## src/rtl/prescaled_counter.sv

```systemverilog
// prescaled_counter: up/down counter advanced by a 2^N prescaler tick.
// Count modes are wrap, saturate and bounce. TICK and TC are registered and
// land on the same edge as the count update they belong to.
module prescaled_counter #(
  parameter int WIDTH = 8,
  parameter int N     = 22
) (
  input  logic             CLK,
  input  logic             RST,
  input  logic             EN,
  input  logic             LOAD,
  input  logic [WIDTH-1:0] DIN,
  input  logic             DIR,
  input  logic [1:0]       MODE,
  output logic [WIDTH-1:0] Q,
  output logic             TICK,
  output logic             TC
);

  localparam logic [WIDTH-1:0] MAX = {WIDTH{1'b1}};
  localparam logic [WIDTH-1:0] ONE = WIDTH'(1);

  logic             tick_int;
  logic [WIDTH-1:0] q_q, q_d;
  logic             bd_q, bd_d;
  logic             tick_q, tick_d;
  logic             tc_q, tc_d;

  generate
    if (N == 0) begin : g_no_pre
      // Without a prescaler, every enabled cycle is a tick.
      assign tick_int = EN;
    end else begin : g_pre
      logic [N-1:0] p_q, p_d;

      // Prescaler next value: LOAD restarts it; otherwise it advances while enabled.
      always_comb begin
        p_d = p_q;
        if (LOAD)    p_d = '0;
        else if (EN) p_d = p_q + N'(1);
      end

      // Prescaler register.
      always_ff @(posedge CLK) begin
        if (RST) p_q <= '0;
        else     p_q <= p_d;
      end

      assign tick_int = EN && (p_q == '1);
    end
  endgenerate

  // Count next-state. A LOAD in the same cycle as a tick swallows that tick.
  always_comb begin
    q_d    = q_q;
    bd_d   = bd_q;
    tc_d   = 1'b0;
    tick_d = tick_int && !LOAD;
    if (LOAD) begin
      q_d  = DIN;
      bd_d = DIR;
    end else if (tick_int) begin
      case (MODE)
        2'b01: begin
          if (DIR) begin
            if (q_q != MAX) q_d = q_q + ONE;
            tc_d = (q_q == MAX - ONE);
          end else begin
            if (q_q != '0) q_d = q_q - ONE;
            tc_d = (q_q == ONE);
          end
        end
        2'b10: begin
          if (bd_q) begin
            if (q_q == MAX) begin
              q_d  = MAX - ONE;
              bd_d = 1'b0;
              tc_d = 1'b1;
            end else begin
              q_d = q_q + ONE;
            end
          end else begin
            if (q_q == '0) begin
              q_d  = ONE;
              bd_d = 1'b1;
              tc_d = 1'b1;
            end else begin
              q_d = q_q - ONE;
            end
          end
        end
        default: begin
          if (DIR) begin
            q_d  = q_q + ONE;
            tc_d = (q_q == MAX);
          end else begin
            q_d  = q_q - ONE;
            tc_d = (q_q == '0);
          end
        end
      endcase
    end
  end

  // Count, bounce direction and pulse registers.
  always_ff @(posedge CLK) begin
    if (RST) begin
      q_q    <= '0;
      bd_q   <= 1'b1;
      tick_q <= 1'b0;
      tc_q   <= 1'b0;
    end else begin
      q_q    <= q_d;
      bd_q   <= bd_d;
      tick_q <= tick_d;
      tc_q   <= tc_d;
    end
  end

  assign Q    = q_q;
  assign TICK = tick_q;
  assign TC   = tc_q;

endmodule

```

## config.mk

```make
export PLATFORM = sky130hd
export DESIGN_NAME = prescaled_counter
export DESIGN_NICKNAME = d
export VERILOG_FILES = /design/src/rtl/prescaled_counter.sv
export SDC_FILE = /design/constraint.sdc
export NUM_CORES = 1
export LEC_CHECK = 0
export CAP_MARGIN = 30
export CORE_MARGIN = 1.5
export CORE_UTILIZATION = 55
export DETAILED_ROUTE_END_ITERATION = 8
export PLACE_DENSITY = 0.86
export SLEW_MARGIN = 5
export SYNTH_ARGS = -nofsm -noshare
export SYNTH_HDL_FRONTEND = slang
export SYNTH_SLANG_ARGS = --single-unit
```

## constraint.sdc

```tcl
create_clock -name CLK -period 2.5 [get_ports CLK]
set_clock_uncertainty 0.1 [all_clocks]
set_input_delay 0.5 -clock CLK [delete_from_list [all_inputs] [get_ports CLK]]
set_output_delay 0.5 -clock CLK [all_outputs]
set_load 0.01 [all_outputs]
```

==> results.md, run 1 <==
- Status: completed
- Detailed-route DRC error count: 0
- Number of synthesized flops with an enable pin: 0
- Max IR drop VDD: 426.7 uV
- CTS tree: yes
- Pleak: 1.036 nW
- Post-DR vias/cell: 5.997
- Fin cells: 360
- Seq/Total Area, Yosys: 29.24%
- Dominant synthesized flop cell: dfxtp_1
- Post-CTS setup buffer count: 0
- Fin nets: 332
- Number of port buffers: 24
- Global Route Usage Sum: 26.39%
- Hold slack: 428.4 ps
- H-tree levels: 2
- Cell Area, Synth: 2260 um2
- Yosys Warn Count: 0
- Synth top area share: 29.24%
- GP Congestion: 0.9497
- Worst EP arrival: 2340 ps
- RSZ-0062 raised after global routing: false
- P&R area growth vs syn: 19.49%
- Fin. Hold Viols: 0
- Final Total Pwr: 1.246 mW
- Initial DRC count: 246
- Detailed Place HPWL: 3981 um
- Vias post-DR: 2,159
- Post-route ant nets: 0
- Switching Fraction: 27.51%
- P_int: 0.9030 mW
- Antenna violations before repair: 0
- Design Area, Final: 2700 um2
- Combinational share of power: 19.5%
- Sw power: 0.3427 mW
- Final design utilization: 67.99%
- Synth Register Bits: 33
- First-pass GRT wire length: 8914 um
- Clock transition at the registers of the reported paths: 70 ps
- # setup viols final: 0
- Post-synth ARST share: 0%
- CP max FO: 9
- Syn avg cell area: 8.099 um2
- Pins Over Slew Limit: 0
- Sequential Power Share: 45.0%
- Detailed Route WL: 5375 um
- I/O pin total: 25
- Fillers: 324
- Wire per inst: 14.93 um
- Synth area leader: dfxtp_1
- Largest net degree at the start of global routing: 24
- Cts repair resizes: 0
- Crit start category: register
- Clock sink total: 33
- Die area: 4502 um2
- Worst hold-check path type: register to register
- Critical Path End Type: register
- TritonRoute pass-1 iters: 4
- Final WS setup: 232.4 ps
- Max-slew headroom: 70.11%
- Synth area leaders: dfxtp_1, xor2_1, nor2_1, ha_1, xnor2_1
- Syn_nets: 302
- DP Area: 2599 um2
- Worst-Skew Late Latency: 290 ps
- Distinct cells, synth: 52
- Placed cell count: 352
- Place WS: -6.373 ps
- Core area: 3971 um2
- Worst-margin pin slew: 442.1 ps
- Post-Syn Instances: 279
- Setup CP Type: register to register
- R2R depth: 7
- Die Span X: 67.10 um
- FP Rows: 23
- Hold path depth: 2
- Die Span Y: 67.10 um
- Initial core utilization: 56.90%
- Clock power share: 35.5%
- PwrDens: 461.3 nW/um2
- CTS Buffer Depth: 2
- Cts hold-fix bufs: 0
- Setup TNS: 0 ps
- Fin crit period: 2268 ps
- N_diodes: 0
- Clock root buffer: clkbuf_8
- Fin crit share: 90.70%
- Peak Freq: 0.4410 GHz
- Ratio of cells with drive above 1 in the final layout: 12.90%
- Maxcap violations: 0
- Vias in the first global route: 1,991
- GRT overflow: 0
- Required @ worst endpoint: 2580 ps
- TritonCTS Buffers: 5
==> cells in the final DEF (no fill, tap or decap), drive strengths merged, types with 10 or more instances in the layout <==
master / instances
nor2: 36
dfxtp: 33
clkdlybuf4s50: 24
nand2: 22
xor2: 21
buf: 20
nand3: 17
inv: 14
nand4: 12
a21oi: 11
xnor2: 10
==> synthesized netlist by cell type, types with 5 or more instances <==
cell and instances:
and4_1 6, ha_1 8, nor3_1 6, dfxtp_1 33, nor2_1 36, xnor2_1 10, clkbuf_1 7, nand3_1 16
buf_2 10, a221oi_1 5, o21ai_0 9, nand4_1 10, inv_1 14, xor2_1 21, nand2_1 22, a21oi_1 10
==> logic make-up after synthesis <==
family	after synthesis	synth area share (%)
AO/OA/AOI/OAI	52	16.67
flip-flops	33	29.24
AND/OR/NAND/NOR	114	27.35
adder cells (fa/ha/maj)	8	4.430
XOR/XNOR	31	12.02
buffers and inverters	35	7.364
multiplexers	6	2.935
==> worst paths after layout <==
kind	endpoint	slack [ps]	startpoint
worst max-delay path	Q[1]$_SDFFE_PP0P_	230	Q[0]$_SDFFE_PP0P_
worst min-delay path	g_pre.p_q[16]$_SDFFE_PP0P_	430	g_pre.p_q[16]$_SDFFE_PP0P_
worst max register to register	Q[1]$_SDFFE_PP0P_	230	Q[0]$_SDFFE_PP0P_
worst min register to register	g_pre.p_q[16]$_SDFFE_PP0P_	430	g_pre.p_q[16]$_SDFFE_PP0P_
==> flip-flops by register name, indices dropped and copies added, names as in the netlist <==
name / cells
Q: 8
TC: 1
TICK: 1
bd_q: 1
g_pre.p_q: 22
==> cell type report <==
cell class / instances / area [um2] / share of cell area [%]
clock buffer: 7 / 96.34 / 3.568
clock inverter: 1 / 5.005 / 0.1854
inverter: 14 / 52.55 / 1.946
multi-input combinational: 211 / 1433 / 53.06
sequential: 33 / 660.6 / 24.47
tap: 50 / 62.56 / 2.317
timing repair buffer: 44 / 390.4 / 14.46
==> power groups by stage <==
stage	combinational [mW]	sequential, mW	clock [mW]
after global routing	0.265	0.563	0.465
final	0.243	0.561	0.442
after CTS	0.239	0.560	0.446
after detailed placement	0.238	0.572	0
after floorplan	0.162	0.562	0
after global placement	0.233	0.572	0
==> metal layers <==
layer	share of wire [%]	global-route usage [%]	vias to the layer above	wire, um
met3	8.0	5.574	14	429
met2	45	41.46	87	2396
li1	-	-	1051	-
met1	45	34.33	1007	2445
met4	1.9	11.99	0	104
met5	0	0	-	0
==> worst max-delay path, stage by stage (launching register included) <==
cell      delay [ps]
dfxtp_1          440
inv_1            120
ha_1             260
and3_2           230
mux2_4           310
a21o_1           300
a211oi_1         280
o32ai_1          110
(Power assumes the default switching activity.)
==> inputs of run 2 (changes only) <==
Settings changed: CTS_BUF_LIST from default to sky130_fd_sc_hd__clkbuf_2 sky130_fd_sc_hd__clkbuf_4 sky130_fd_sc_hd__clkbuf_8.
==> results of run 2 <==
Same layout as run 1: the final DEF is identical, and so are final timing and power.
